<file path="src/rtl/dmem_arbiter_if.sv">
// Per-master request/grant bus between one memory client and dmem_arbiter.
// The client drives the request side; the arbiter answers with gnt and the
// registered read return (rvalid/rdata).
interface dmem_arbiter_if #(
    parameter int ADDR_BITS = 22,
    parameter int DATA_BITS = 32
);
    logic                 req;
    logic                 we;
    logic [ADDR_BITS-1:0] addr;
    logic [DATA_BITS-1:0] wdata;
    logic                 gnt;
    logic                 rvalid;
    logic [DATA_BITS-1:0] rdata;

    modport master (output req, we, addr, wdata, input gnt, rvalid, rdata);
    modport slave  (input req, we, addr, wdata, output gnt, rvalid, rdata);
endinterface

</file>
<file path="src/rtl/dmem_arbiter.sv">
// Two-master round-robin arbiter and clear sequencer for the single-port dmem.
// After reset every implemented word is written with zero (one word per
// cycle); only then are masters granted. Grants are combinational in the
// request cycle, reads return one cycle later on the granted master's port.
// The memory array itself is never reset; this sweep is what clears it.
module dmem_arbiter #(
    parameter int ADDR_BITS = 22,
    parameter int DEPTH     = 1024,
    parameter int DATA_BITS = 32
) (
    input  logic                 clk,
    input  logic                 reset,
    dmem_arbiter_if.slave        m0,
    dmem_arbiter_if.slave        m1,
    output logic [ADDR_BITS-1:0] mem_addr,
    output logic [DATA_BITS-1:0] mem_din,
    output logic                 mem_we,
    input  logic [DATA_BITS-1:0] mem_dout,
    output logic                 init_done
);
    // Highest implemented word; compared with <= so DEPTH == 2**ADDR_BITS still fits.
    localparam logic [ADDR_BITS-1:0] LAST_ADDR = ADDR_BITS'(DEPTH - 1);

    typedef enum logic {
        S_INIT,
        S_RUN
    } state_t;

    state_t               state;
    state_t               state_next;
    logic [ADDR_BITS-1:0] sweep_cnt;
    logic [ADDR_BITS-1:0] last_addr;   // address bus holds this while idle
    logic                 rr;          // tie winner: 0 = m0, 1 = m1
    logic                 g0;
    logic                 g1;
    logic [ADDR_BITS-1:0] sel_addr;
    logic                 sel_we;
    logic                 in_range;

    // Next state, grant decision and memory-side drive.
    always_comb begin
        // NOTE: every signal gets a default first so no branch can leave one unassigned and infer a latch.
        state_next = state;
        g0         = 1'b0;
        g1         = 1'b0;
        sel_addr   = m0.addr;
        sel_we     = 1'b0;
        in_range   = 1'b0;
        mem_addr   = last_addr;
        mem_din    = '0;
        mem_we     = 1'b0;
        case (state)
            S_INIT: begin
                mem_addr = sweep_cnt;
                mem_we   = !reset;
                if (sweep_cnt == LAST_ADDR) begin
                    state_next = S_RUN;
                end
            end
            S_RUN: begin
                g0 = m0.req && (!m1.req || !rr);
                g1 = m1.req && (!m0.req || rr);
                if (g0 || g1) begin
                    sel_addr = g1 ? m1.addr : m0.addr;
                    sel_we   = g1 ? m1.we : m0.we;
                    in_range = (sel_addr <= LAST_ADDR);
                    mem_addr = sel_addr;
                    mem_din  = g1 ? m1.wdata : m0.wdata;
                    mem_we   = sel_we && in_range;   // out-of-range writes are dropped
                end
            end
            default: state_next = S_INIT;
        endcase
    end

    assign m0.gnt = g0;
    assign m1.gnt = g1;

    // State register: clear sweep first, then normal arbitration.
    always_ff @(posedge clk or posedge reset) begin
        if (reset) begin
            state <= S_INIT;
        end else begin
            // NOTE: sequential state uses non-blocking assignments so every flop samples pre-edge values.
            state <= state_next;
        end
    end

    // Sweep counter, round-robin pointer, idle address hold and done flag.
    always_ff @(posedge clk or posedge reset) begin
        if (reset) begin
            sweep_cnt <= '0;
            rr        <= 1'b0;
            last_addr <= '0;
            init_done <= 1'b0;
        end else begin
            init_done <= (state_next == S_RUN);
            if (state == S_INIT) begin
                last_addr <= sweep_cnt;
                if (sweep_cnt != LAST_ADDR) begin
                    sweep_cnt <= sweep_cnt + 1'b1;
                end
            end else if (g0 || g1) begin
                last_addr <= sel_addr;
                rr        <= g0;   // the other master wins the next tie
            end
        end
    end

    // Read return: capture dmem output at the grant edge, pulse rvalid once.
    always_ff @(posedge clk or posedge reset) begin
        if (reset) begin
            m0.rvalid <= 1'b0;
            m0.rdata  <= '0;
            m1.rvalid <= 1'b0;
            m1.rdata  <= '0;
        end else begin
            m0.rvalid <= g0 && !m0.we;
            m1.rvalid <= g1 && !m1.we;
            if (g0 && !m0.we) begin
                m0.rdata <= in_range ? mem_dout : '0;
            end
            if (g1 && !m1.we) begin
                m1.rdata <= in_range ? mem_dout : '0;
            end
        end
    end
endmodule

</file>
<file path="src/flat_wrapper.sv">
// flat-port wrapper written by rule: the top's interface ports become plain ports
module dmem_arbiter_flat 
#(
    parameter int ADDR_BITS = 22,
    parameter int DEPTH     = 1024,
    parameter int DATA_BITS = 32
)
  (clk, reset, mem_addr, mem_din, mem_we, mem_dout, init_done, m0_req, m0_we, m0_addr, m0_wdata, m0_gnt, m0_rvalid, m0_rdata, m1_req, m1_we, m1_addr, m1_wdata, m1_gnt, m1_rvalid, m1_rdata);
  dmem_arbiter_if #(.ADDR_BITS(ADDR_BITS), .DATA_BITS(DATA_BITS)) m0_i ();
  dmem_arbiter_if #(.ADDR_BITS(ADDR_BITS), .DATA_BITS(DATA_BITS)) m1_i ();
  input  logic clk;
  input  logic reset;
  output logic [ADDR_BITS-1:0] mem_addr;
  output logic [DATA_BITS-1:0] mem_din;
  output logic mem_we;
  input  logic [DATA_BITS-1:0] mem_dout;
  output logic init_done;
  input wire logic [$bits(m0_i.req)-1:0] m0_req;
  input wire logic [$bits(m0_i.we)-1:0] m0_we;
  input wire logic [$bits(m0_i.addr)-1:0] m0_addr;
  input wire logic [$bits(m0_i.wdata)-1:0] m0_wdata;
  output wire logic [$bits(m0_i.gnt)-1:0] m0_gnt;
  output wire logic [$bits(m0_i.rvalid)-1:0] m0_rvalid;
  output wire logic [$bits(m0_i.rdata)-1:0] m0_rdata;
  input wire logic [$bits(m1_i.req)-1:0] m1_req;
  input wire logic [$bits(m1_i.we)-1:0] m1_we;
  input wire logic [$bits(m1_i.addr)-1:0] m1_addr;
  input wire logic [$bits(m1_i.wdata)-1:0] m1_wdata;
  output wire logic [$bits(m1_i.gnt)-1:0] m1_gnt;
  output wire logic [$bits(m1_i.rvalid)-1:0] m1_rvalid;
  output wire logic [$bits(m1_i.rdata)-1:0] m1_rdata;
  assign m0_i.req = m0_req;
  assign m0_i.we = m0_we;
  assign m0_i.addr = m0_addr;
  assign m0_i.wdata = m0_wdata;
  assign m0_gnt = m0_i.gnt;
  assign m0_rvalid = m0_i.rvalid;
  assign m0_rdata = m0_i.rdata;
  assign m1_i.req = m1_req;
  assign m1_i.we = m1_we;
  assign m1_i.addr = m1_addr;
  assign m1_i.wdata = m1_wdata;
  assign m1_gnt = m1_i.gnt;
  assign m1_rvalid = m1_i.rvalid;
  assign m1_rdata = m1_i.rdata;
  dmem_arbiter #(.ADDR_BITS(ADDR_BITS), .DEPTH(DEPTH), .DATA_BITS(DATA_BITS)) u_core (.clk(clk), .reset(reset), .m0(m0_i), .m1(m1_i), .mem_addr(mem_addr), .mem_din(mem_din), .mem_we(mem_we), .mem_dout(mem_dout), .init_done(init_done));
endmodule
</file>
<file path="config.mk">
export PLATFORM = sky130hd
export DESIGN_NAME = dmem_arbiter_flat
export DESIGN_NICKNAME = d
export VERILOG_FILES = /design/src/rtl/dmem_arbiter_if.sv /design/src/rtl/dmem_arbiter.sv /design/src/flat_wrapper.sv
export SDC_FILE = /design/constraint.sdc
export NUM_CORES = 1
export LEC_CHECK = 0
export BUFFER_PORTS_ARGS = -buffer_cell sky130_fd_sc_hd__buf_4
export CAP_MARGIN = 20
export CORE_UTILIZATION = 45
export CTS_CLUSTER_DIAMETER = 80
export DETAILED_ROUTE_END_ITERATION = 10
export PLACE_DENSITY_LB_ADDON = 0.12
export SYNTH_ARGS = -nofsm -noshare
export SYNTH_HDL_FRONTEND = slang
export SYNTH_SLANG_ARGS = --single-unit
export TNS_END_PERCENT = 10
</file>
<file path="constraint.sdc">
create_clock -name clk -period 10.2 [get_ports clk]
set_input_delay 1.53 -clock clk [delete_from_list [all_inputs] [get_ports clk]]
set_output_delay 1.53 -clock clk [all_outputs]
set_load 0.1 [all_outputs]
</file>
==> results.cfg <==
[power_and_ir_drop]
p_int_mw = 0.6827
worst_ir_drop_vdd_mv = 0.07414
switching_power_mw = 0.2066
p_leak_nw = 4.366
pwr-share-comb = 0.102
p_sw_frac = 0.2323
pwr-share-clk = 0.399
seqPwrFrac = 0.499
p_per_area_mw_per_mm2 = 110.2

[grt]
grt_first_pass_wirelength_um = 26850
track_usage = 0.2638
grt_pass1_vias = 5089
antenna_found_initial = 0
grt_start_max_net_pins = 88
overflow = 0

[clocking]
cts_root_buffer = clkbuf_16
cts_resized = 0
clkTransAtPathRegs_ns = 0.07
cts_tree = done
cts_hold_buf = 0
htreeDepth = 3
clock-sinks = 112
cts_buffers = 9
clk_latency_ns = 0.35
cts_setup_buffers = 0
clockBufferDepth = 2

[critical_path]
cp.arrival_ns = 3.73
cp_max_fo = 45
startpoint = m1_req
crit_type = in2out
required_ns = 8.67
endpoint_kind = primary output
worstSetupStartpointType = input pin
r2r-start = u_core.state

[floorplanning]
rows = 40
io_pins = 270
die_w_um = 113.8
core_area_mm2 = 0.01211
die_area_mm2 = 0.01296
die_h_um = 113.8
start_util = 0.4646

[placed_design]
dp_cells = 1016
hpwlAfterDp_um = 12620
place_area_mm2 = 0.007717
io_buffers = 269
gp_congestion = 0.8913

[synth]
ys_types = 41
yosys-top-cells-area = dfrtp_1 (50%), nand2_1 (12%), mux2_2 (8.2%), a22o_1 (5.1%), nand3_1 (3.8%)
synth-edff-count = 0
yosys.area.top_type_share = 0.4981
synth-seq-area-share = 0.4981
syn-cell-area_mm2 = 0.005627
synth-async-reset-ratio = 1.000
synth_top_area_cell = dfrtp_1
postSynthCellCount = 617
synth_nets = 764
synth-main-ff-cell = dfrtp_1
syn-mean-instance-area_um2 = 9.119
ys_ff_latch = 112
yosys_warnings = 0

[hold_path]
hold_class = reg2reg
hold_start = u_core.m1.rdata[27]

[finish]
syn_to_final_growth_pct = 43.38
drive_above_1_share = 0.3931
fillers = 1006
final_area_mm2 = 0.008068
instances_no_fill = 1033
diodes = 0
nets = 1008

[drt]
dr_wl_met2_um = 8331
viasPerCell = 5.297
drc = 0
wl_per_cell_um = 16.64
wirelength_met1_um = 7453
top_layer_used = met4
first_pass_iters = 5
final_antenna_net_count = 0
dr.first_iter.drc_count = 430
vias = 5472
wl_met3_um = 1150
routed_wirelength_um = 17190

[timing]
period_needed_ns = 5.258
final-max-slew-violation-count = 0
hold_viol_final = 0
slew_headroom = 0.2988
max_slew.worst_pin.slew_ns = 1.052
timing.fmax_mhz = 190.2
whs_ns = 0.4673
setup_violations = 0
period_share = 0.5155
finClkSkew_ns = 0.007132
finalSetupTns_ns = 0
rsz0062_at_grt = no

[run_status]
status = completed

[run]
maxCapViolCount = 0
==> layout make-up <==
type	instances	area [um2]	area share
well taps	168	210.2	0.02605
flip-flops and latches	112	2804	0.3475
clock buffers	10	229.0	0.02838
inverters	5	21.27	0.002636
repair buffers	276	2120	0.2627
clock inverters	5	66.31	0.008220
multi-input cells	457	2618	0.3244
==> critical path, stage by stage <==
cell and delay, ns:
buf_4 0.10, or2_1 0.09, buf_4 0.39, nand2_4 0.33, nor3_4 0.46, buf_8 0.25, nand3_1 0.09, o221ai_1 0.11
buf_4 0.33
==> per-layer routing <==
layer  global-route usage  vias to the layer above
li1                     -                     2616
met1               0.3524                     2625
met2               0.4333                      206
met3              0.06429                       25
met4              0.06494                        0
met5                    0                        -
==> sequential cells by signal, indices dropped and copies added, names as in the netlist <==
name / count
u_core.sweep_cnt: 22
u_core.state: 1
u_core.last_addr: 22
u_core.m0.rvalid: 1
u_core.m1.rdata: 32
u_core.m0.rdata: 32
u_core.rr: 1
u_core.m1.rvalid: 1
==> logic make-up (layout without fill, tap and decap cells) <==
family,after synthesis,after routing,synth area share
simple gates,299,299,0.2333
flops,112,112,0.4981
compound gates,99,99,0.1192
buf+inv,48,296,0.03847
mux,42,42,0.08383
xor+xnor,16,16,0.02491
fa+ha+maj,1,1,0.002223
==> power by group through the flow <==
stage                     Sequential (mW)  Clock [mW]  Combinational [mW]
after floorplan                     0.453           0              0.0337
after global placement              0.452           0              0.0876
after detailed placement            0.452           0              0.0896
after CTS                           0.444       0.364              0.0899
after global routing                0.444       0.380               0.100
final                               0.444       0.355              0.0907
==> synth_stat cells (2+ instances only) <==
cell / count
nand2_1: 182
dfrtp_1: 112
nand3_1: 43
mux2_2: 41
a21oi_1: 33
a22o_1: 33
nor2_1: 29
a31oi_1: 23
clkbuf_1: 22
buf_1: 9
nor4_1: 9
buf_2: 8
xnor2_1: 8
xor2_1: 8
and3_1: 5
nand4_1: 5
a21o_1: 4
inv_1: 4
nor3_1: 4
and2_1: 3
and4_1: 3
buf_6: 3
nor2b_1: 3
or3_1: 3
nand2b_1: 2
o21a_1: 2
o21ai_0: 2
==> cell usage in the layout, fill, tap and decap left out, types with 2 or more instances in the layout <==
cell       instances
buf_4            273
nand2_1          181
dfrtp_1          111
nand3_1           43
mux2_2            41
a21oi_1           33
a22o_1            33
nor2_1            29
a31oi_1           23
nor4_1             9
clkbuf_16          9
xor2_1             8
xnor2_1            8
and3_1             5
nand4_1            5
nor3_1             4
a21o_1             4
nor2b_1            3
or3_1              3
and4_1             3
inv_1              3
nand2b_1           2
and2_1             2
o21ai_0            2
o21a_1             2
buf_16             2
==> through the flow <==
stage	power [mW]	utilization	setup slack, ns
after detailed placement	0.5420	0.6372	4.943
after CTS	0.8970	0.6616	4.936
after global placement	0.5401	0.6360	4.533
final	0.8893	0.6661	4.942
after floorplan	0.4862	-	4.740
after global routing	0.9235	0.6661	4.755
==> path summary, 6_finish.rpt <==
kind | cells past startpoint | endpoint | slack, ns
max | 9 | mem_we | 4.94
min | 2 | u_core.m1.rdata[27] | 0.47
max reg2reg | 7 | u_core.m1.rdata[25] | 7.43
min reg2reg | 2 | u_core.m1.rdata[27] | 0.47
max in group asynchronous | 4 | u_core.m1.rdata[15] | 8.01
min in group asynchronous | 2 | u_core.m0.rdata[2] | 1.16
Note: power is estimated with default switching activity, not from simulation.
